===== src/rtl/vta_fetch_dispatch.sv =====
// vta_fetch_dispatch: classifies fetched VTA instructions into load, compute
// and store queues, with in-order valid/ready back-pressure, a sticky
// invalid-instruction flag and per-queue occupancy.
// Optional build macro: VTA_DISPATCH_BYPASS_EN (empty-queue same-cycle bypass).
module vta_fetch_dispatch #(
  parameter int INST_W      = 128,
  parameter int ALU_OP_LSB  = 108,
  parameter int NUM_ALU_OPS = 4,
  parameter int DEPTH       = 8
) (
  input  logic                       clock,
  input  logic                       reset,
  input  logic                       io_inst_valid,
  output logic                       io_inst_ready,
  input  logic [INST_W-1:0]          io_inst_bits,
  output logic                       io_ld_valid,
  output logic                       io_co_valid,
  output logic                       io_st_valid,
  input  logic                       io_ld_ready,
  input  logic                       io_co_ready,
  input  logic                       io_st_ready,
  output logic [INST_W-1:0]          io_ld_bits,
  output logic [INST_W-1:0]          io_co_bits,
  output logic [INST_W-1:0]          io_st_bits,
  output logic [$clog2(DEPTH):0]     io_ld_count,
  output logic [$clog2(DEPTH):0]     io_co_count,
  output logic [$clog2(DEPTH):0]     io_st_count,
  output logic                       io_err_invalid,
  input  logic                       io_err_clear,
  output logic                       io_busy
);

  localparam int PW = $clog2(DEPTH);
  localparam int CW = PW + 1;
  localparam logic [CW-1:0] DEPTH_C = CW'(DEPTH);
  localparam logic [3:0]    NOPS    = 4'(NUM_ALU_OPS);

  typedef enum logic [1:0] {
    CLS_LD  = 2'd0,
    CLS_CO  = 2'd1,
    CLS_ST  = 2'd2,
    CLS_INV = 2'd3
  } cls_e;

  cls_e                cls;
  logic [2:0]          op, mem, alu;
  logic                accept;
  logic                target_space;
  logic [2:0]          cons_ready, hit, byp, push, pop, q_valid;
  logic [INST_W-1:0]   store [3][DEPTH];
  logic [PW-1:0]       rptr  [3];
  logic [PW-1:0]       wptr  [3];
  logic [CW-1:0]       cnt   [3];
  logic [INST_W-1:0]   head  [3];
  logic                err_q;

  assign op  = io_inst_bits[2:0];
  assign mem = io_inst_bits[9:7];
  assign alu = io_inst_bits[ALU_OP_LSB+2:ALU_OP_LSB];

  // Combinational instruction classification
  always_comb begin
    cls = CLS_INV;
    case (op)
      3'd0:       cls = (mem == 3'd1 || mem == 3'd2) ? CLS_LD : CLS_CO;
      3'd1:       cls = CLS_ST;
      3'd2, 3'd3: cls = CLS_CO;
      3'd4:       cls = ({1'b0, alu} < NOPS) ? CLS_CO : CLS_INV;
      default:    cls = CLS_INV;
    endcase
  end

  // Ready depends only on the target queue's current occupancy
  always_comb begin
    target_space = 1'b1;
    case (cls)
      CLS_LD:  target_space = cnt[0] < DEPTH_C;
      CLS_CO:  target_space = cnt[1] < DEPTH_C;
      CLS_ST:  target_space = cnt[2] < DEPTH_C;
      default: target_space = 1'b1;
    endcase
  end

  assign io_inst_ready = (cls == CLS_INV) | target_space;
  assign accept        = io_inst_valid & io_inst_ready;
  assign cons_ready    = {io_st_ready, io_co_ready, io_ld_ready};
  assign hit           = {accept & (cls == CLS_ST),
                          accept & (cls == CLS_CO),
                          accept & (cls == CLS_LD)};

  // Per-queue push/pop and head selection
  always_comb begin
    byp = '0;
    for (int unsigned q = 0; q < 3; q++) begin
`ifdef VTA_DISPATCH_BYPASS_EN
      byp[q] = hit[q] & (cnt[q] == '0) & cons_ready[q];
`else
      byp[q] = 1'b0;
`endif
    end
    push = hit & ~byp;
    for (int unsigned q = 0; q < 3; q++) begin
      pop[q]     = (cnt[q] != '0) & cons_ready[q];
      q_valid[q] = (cnt[q] != '0) | byp[q];
      head[q]    = byp[q] ? io_inst_bits : store[q][rptr[q]];
    end
  end

  // Queue storage, pointers and occupancy counters
  always_ff @(posedge clock) begin
    if (reset) begin
      for (int unsigned q = 0; q < 3; q++) begin
        for (int unsigned i = 0; i < DEPTH; i++) store[q][i] <= '0;
        rptr[q] <= '0;
        wptr[q] <= '0;
        cnt[q]  <= '0;
      end
    end else begin
      for (int unsigned q = 0; q < 3; q++) begin
        if (push[q]) begin
          store[q][wptr[q]] <= io_inst_bits;
          wptr[q]           <= wptr[q] + PW'(1);
        end
        if (pop[q]) rptr[q] <= rptr[q] + PW'(1);
        case ({push[q], pop[q]})
          2'b10:   cnt[q] <= cnt[q] + CW'(1);
          2'b01:   cnt[q] <= cnt[q] - CW'(1);
          default: cnt[q] <= cnt[q];
        endcase
      end
    end
  end

  // Sticky invalid flag; a same-cycle invalid accept beats a clear
  always_ff @(posedge clock) begin
    if (reset)                        err_q <= 1'b0;
    else if (accept && cls == CLS_INV) err_q <= 1'b1;
    else if (io_err_clear)            err_q <= 1'b0;
  end

  assign io_ld_valid    = q_valid[0];
  assign io_co_valid    = q_valid[1];
  assign io_st_valid    = q_valid[2];
  assign io_ld_bits     = head[0];
  assign io_co_bits     = head[1];
  assign io_st_bits     = head[2];
  assign io_ld_count    = cnt[0];
  assign io_co_count    = cnt[1];
  assign io_st_count    = cnt[2];
  assign io_err_invalid = err_q;
  assign io_busy        = |q_valid;

endmodule


===== config.mk =====
export PLATFORM = sky130hd
export DESIGN_NAME = vta_fetch_dispatch
export DESIGN_NICKNAME = d
export VERILOG_FILES = /design/src/rtl/vta_fetch_dispatch.sv
export SDC_FILE = /design/constraint.sdc
export NUM_CORES = 2
export LEC_CHECK = 0
export CORE_ASPECT_RATIO = 1.4
export CORE_MARGIN = 2
export CORE_UTILIZATION = 55
export CTS_BUF_LIST = sky130_fd_sc_hd__clkbuf_2
export DETAILED_ROUTE_END_ITERATION = 12
export PLACE_DENSITY = 0.76
export SETUP_SLACK_MARGIN = 0.05
export SLEW_MARGIN = 0
export SYNTH_ARGS = -nofsm -noshare
export SYNTH_HDL_FRONTEND = slang
export SYNTH_SLANG_ARGS = --single-unit

===== constraint.sdc =====
create_clock -name clock -period 13.1 [get_ports clock]
set_input_delay 2.62 -clock clock [delete_from_list [all_inputs] [get_ports clock]]
set_output_delay 2.62 -clock clock [all_outputs]
set_load 0.05 [all_outputs]

### Yosys cells after proc, flatten, opt, wreduce, memory -nomap -nowiden

Memory sizes are Yosys's and may differ from the RTL's.
Cells that the tools add are included.

| storage, ports and cells | value |
|---|---|
| register bits after elaboration | 1 |
| bits in writable memories | 3,102 |
| input port bits | 135 |
| output and inout port bits | 402 |
| logic and storage cells | 6,320 |
| memories | 4 |

| operators by class | value |
|---|---|
| add/sub/neg operators | 12 |
| order comparisons | 13 |
| eq/ne operators | 15 |
| mux-type cells | 3,158 |
| bitwise logic cells | 3,101 |
| reduce and logical (&&, ||, !) cells | 16 |

Memories:

| memory | words | bits a word | read ports | clocked after memory_dff | wr ports | RTL line | source |
|---|---|---|---|---|---|---|---|
| store | 3 | 1,024 | 3 | 0 | 3 | 50 | `logic [INST_W-1:0] store [3][DEPTH];` |
| cnt | 3 | 4 | 3 | 0 | 3 | 53 | `logic [CW-1:0] cnt [3];` |
| rptr | 3 | 3 | 3 | 0 | 3 | 51 | `logic [PW-1:0] rptr [3];` |
| wptr | 3 | 3 | 3 | 0 | 3 | 52 | `logic [PW-1:0] wptr [3];` |

Operators by type and width:

| kind | count |
|---|---|
| $mux 1 | 3,122 |
| $or 1x1->1 | 3,088 |
| $mux 1024 | 3 |
| $bmux 128 s3 | 3 |
| $demux 128 s3 | 3 |
| $mux 128 | 9 |
| $mux 4 | 9 |
| $ge 4x4->1 const B | 6 |
| $not 3->4 | 6 |
| $add 3x1->3 const B | 6 |
| $mux 3 | 6 |
| $add 4x1->4 const B | 3 |
| $lt 4x1->1 const B | 3 |
| $lt 4x4->1 const B | 3 |
| $reduce_bool 4->1 | 3 |
| $sub 4x1->4 const B | 3 |
| $eq 2x2->1 const B | 5 |
| $eq 3x2->1 const B | 3 |
| $eq 2x1->1 const B | 4 |
| $pmux 2 s4 | 1 |
| $reduce_or 2->1 | 4 |
| $and 1x1->1 | 7 |
| $eq 3x1->1 const B | 2 |
| $logic_and 1x1->1 | 4 |
| 9 further kinds | 9 |

### Longest topological paths before layout

| depth | value |
|---|---|
| depth in word-level cells | 16 |
| mapped depth | 14 |

### Worst setup path after synthesis

Ideal clock, no wire load.

| timing path | value |
|---|---|
| kind | input to register |
| start point | input port io_inst_bits[1] |
| end point | memory store[0][1000] (netlist bit), enable pin |
| arrival time | 13,112 ps |
| data required time | 12,296 ps |
| path slack | -816 ps |
| stages | 6 |
| path buffers | 1 |
| cells stage by stage | o21a_1 -> or4_4 -> nor2_4 -> inv_2 -> buf_2 -> o31ai_1 |

RTL lines:

| item | RTL line | source |
|---|---|---|
| from (decl) | 15 | `input logic [INST_W-1:0] io_inst_bits,` |
| to (decl) | 50 |  |

==> results.py <==
metrics = {
    "clock_tree": {
        "cts_resized": 0,
        "cts_buffer_depth": 4,
        "root_buffer": "clkbuf_2",
        "cts.sinks": 3103,
        "cts_inserted_buffers": 701,
        "cts_max_level": 6,
        "cts_tree": "yes",
        "cts_hold_buf": 0,
        "clk_transition_reported_paths_ns": 0.11,
        "cts_setup_buffers": 0,
        "clk_latency_ns": 1.85,
    },
    "finish": {
        "multi_input_area_mm2": 0.0419,
        "nets": 9385,
        "layout_commonest_cell": "edfxtp_1",
        "drive_gt1_share_pct": 26.6,
        "finalInstanceArea_mm2": 0.153,
        "register_area_mm2": 0.0932,
        "fin_util_pct": 61.1,
        "nFillCells": 18344,
        "layout_common_cells": "edfxtp_1 (3102), and3_1 (1457), clkbuf_2 (1032), mux4_2 (768), nor2_1 (597)",
        "area_delta_synth_final_pct": 10.3,
    },
    "place": {
        "hpwl_mm": 220,
        "placed_cell_area_mm2": 0.146,
        "port_buffers": 536,
        "gp_congestion": 0.796,
    },
    "drt": {
        "first_iter_violations": 11211,
        "routed_wl_mm": 407,
        "dr.max_layer_used": "met5",
        "vias_per_cell": 6.62,
        "drc_errors": 0,
        "met2WireLength_mm": 200,
        "vias": 86231,
        "avgRoutedWirePerCell_um": 31.2,
        "drt-met1-wl_mm": 143,
        "ant_nets": 0,
        "first_pass_iters": 6,
        "routed-wl-met3_mm": 45.7,
    },
    "timing": {
        "slew_viol_final": 0,
        "worst_pin_slew_ns": 1.47,
        "fin_tns_setup_ns": 0,
        "hold_violations": 0,
        "fin_crit_ns": 8.83,
        "max_freq_mhz": 113,
        "rsz0062_at_grt": "false",
        "finalSetupViolations": 0,
        "fin_skew_ns": 0.160,
        "fin_crit_sh_pct": 67.4,
        "slew_headroom_pct": 1.82,
    },
    "setup_path": {
        "cpPeakStageDelay_ns": 0.72,
        "worstPathArrival_ns": 6.21,
        "critPathLaunch": "rptr[0][6]$_SDFFCE_PP0P_",
        "timing.rr.end": "store[0][2713]$_DFFE_PP_",
        "r2r_setup_slack_ns": 8.14,
        "worst-path-max-fanout": 102,
        "required_ns": 10.48,
        "crit_path_end": "io_st_bits[99]",
        "cp_top_family": "buffers and inverters",
        "crit_cells": 6,
        "critPathKind": "reg -> out",
        "cpMostUsedCell": "buf_4",
        "worst_path_max_delay_cell": "buf_4",
        "cp-start-kind": "flip-flop",
        "path_cells": "buf_4, buf_4, buf_12, mux4_2, mux2_2, clkdlybuf4s50_1",
        "cp-end-kind": "output pin",
        "worstRegToRegCells": 5,
        "path_buf_inv": 4,
        "rr_startpoint": "wptr[0][7]$_SDFFCE_PP0P_",
    },
    "flow_run": {
        "max_cap_viol_count": 0,
    },
    "logic_synthesis": {
        "synth_edf_count": 3102,
        "ys_warn_count": 0,
        "ys.flop_type": "edfxtp_1",
        "yosysSeqAreaShare_pct": 67.4,
        "synth_area_per_cell_um2": 15.9,
        "synth-async-reset-ratio_pct": 0,
        "yosys_register_bits": 3103,
        "syn_area_mm2": 0.138,
        "synth.distinct_cells": 47,
        "synthCells": 8686,
    },
    "power": {
        "leakage_nw": 58.1,
        "ir_drop_uv": 142,
        "cellPowerDensity_mw_per_mm2": 157,
    },
    "die": {
        "core_area_mm2": 0.250,
        "initial_core_util_pct": 55.4,
        "die_h_um": 597,
        "rows": 217,
        "ioPinCount": 537,
        "die_area_mm2": 0.256,
        "dieWidth_um": 428,
    },
    "global_route": {
        "overflow": 0,
        "grt_pass1_wl_mm": 587,
        "grtUsageTotal_pct": 31.4,
        "grt_pass1_vias": 90040,
        "grt_max_degree": 263,
        "antenna_found_initial": 30,
    },
    "hold_path": {
        "hp-class": "reg -> reg",
    },
    "outcome": {
        "status": "complete, no violations",
    },
}
-- metal layers --
metal / GRT usage [%] / up-vias
li1: - / 34952
met1: 40.0 / 44137
met2: 51.8 / 6159
met3: 6.78 / 975
met4: 14.6 / 8
met5: 0 / -
-- report_power, final --
part / internal (W) / leakage, nW / switching [W] / total, W
Combinational: 0.00219 / 21.2 / 0.00415 / 0.00634
Sequential: 0.0113 / 32.0 / 0.000132 / 0.0114
Clock: 0.00240 / 4.83 / 0.00376 / 0.00616
Total: 0.0159 / 58.1 / 0.00804 / 0.0239
-- how the worst min path moves through the flow --
stage,start,cells past startpoint,slack (ns),endpoint
floorplan,rptr[0][0]$_SDFFCE_PP0P_,3,0.67,rptr[0][1]$_SDFFCE_PP0P_
global placement,io_err_invalid$_SDFFE_PP0P_,2,0.47,io_err_invalid$_SDFFE_PP0P_
detailed placement,io_err_invalid$_SDFFE_PP0P_,2,0.46,io_err_invalid$_SDFFE_PP0P_
CTS,io_err_invalid$_SDFFE_PP0P_,2,0.49,io_err_invalid$_SDFFE_PP0P_
global route,io_err_invalid$_SDFFE_PP0P_,2,0.52,io_err_invalid$_SDFFE_PP0P_
finish,io_err_invalid$_SDFFE_PP0P_,2,0.49,io_err_invalid$_SDFFE_PP0P_
-- registers in the layout (all words and copies together), names as in the netlist --
register,cells
cnt,12
store,3072
rptr,9
wptr,9
io_err_invalid,1
-- cells in the mapped netlist, types with 3 or more instances --
| library cell | n | area, um2 |
|---|---|---|
| and3_1 | 1457 | 9110 |
| nor2b_1 | 10 | 62.6 |
| buf_2 | 138 | 691 |
| xnor2_1 | 11 | 96.3 |
| nand2_1 | 293 | 1100 |
| nor3_2 | 105 | 1050 |
| nor4b_1 | 3 | 26.3 |
| clkbuf_2 | 30 | 150 |
| buf_1 | 42 | 158 |
| and2_1 | 492 | 3080 |
| or3_1 | 5 | 31.3 |
| xor2_1 | 5 | 43.8 |
| inv_1 | 20 | 75.1 |
| nor2_1 | 603 | 2260 |
| edfxtp_1 | 3102 | 93100 |
| mux4_2 | 768 | 17300 |
| ha_1 | 17 | 213 |
| o31ai_1 | 8 | 60.1 |
| nand2b_1 | 5 | 31.3 |
| buf_4 | 3 | 22.5 |
| nand3_1 | 8 | 40.0 |
| clkbuf_1 | 696 | 2610 |
| mux2_2 | 385 | 4340 |
| nor4_1 | 7 | 43.8 |
| a21oi_1 | 4 | 20.0 |
| o21ai_0 | 18 | 90.1 |
| buf_6 | 11 | 124 |
| nor3_1 | 415 | 2080 |
-- cell type report --
class | instances | share of cell area, %
multi-input cells | 4688 | 27.5
well taps | 3285 | 2.69
repair buffers | 715 | 4.56
inverters | 22 | 0.0639
clock inverters | 162 | 0.740
flip-flops and latches | 3103 | 61.1
clock buffers | 1032 | 3.38
diodes | 17 | 0.0279
-- cell families (layout without fill, tap and decap cells) --
logic type                 Yosys count  after routing  share of synthesized area [%]
AOI/OAI and AO/OA                   37             37                          0.165
xor gates and xnor gates            16             16                          0.101
adders and majority gates           19             19                          0.183
buffers and inverters              942           1931                           2.78
DFF                               3103           3103                           67.4
muxes                             1155           1155                           15.7
other                                1             65                        0.00271
and+or+nand+nor                   3413           3413                           13.8
-- metrics by stage --
| stage | hold WS, ns | worst slack, ns | power, W | instances |
|---|---|---|---|---|
| after floorplan | 0.665 | -0.816 | 0.0158 | 8733 |
| after global placement | 0.468 | 5.07 | 0.0179 | 11813 |
| after detailed placement | 0.464 | 5.17 | 0.0180 | 11813 |
| after CTS | 0.494 | 3.97 | 0.0240 | 13007 |
| after global routing | 0.521 | 3.84 | 0.0246 | 13014 |
| final | 0.492 | 4.27 | 0.0239 | 13024 |
-- tightest hold or removal path, delay by kind of cell, from the launching register on --
| kind | cells | cell delay (ns) |
|---|---|---|
| DFF | 1 | 0.33 |
| and+or+nand+nor | 1 | 0.07 |
| AOI/OAI and AO/OA | 1 | 0.05 |
Power figures use the tool's default switching activity.
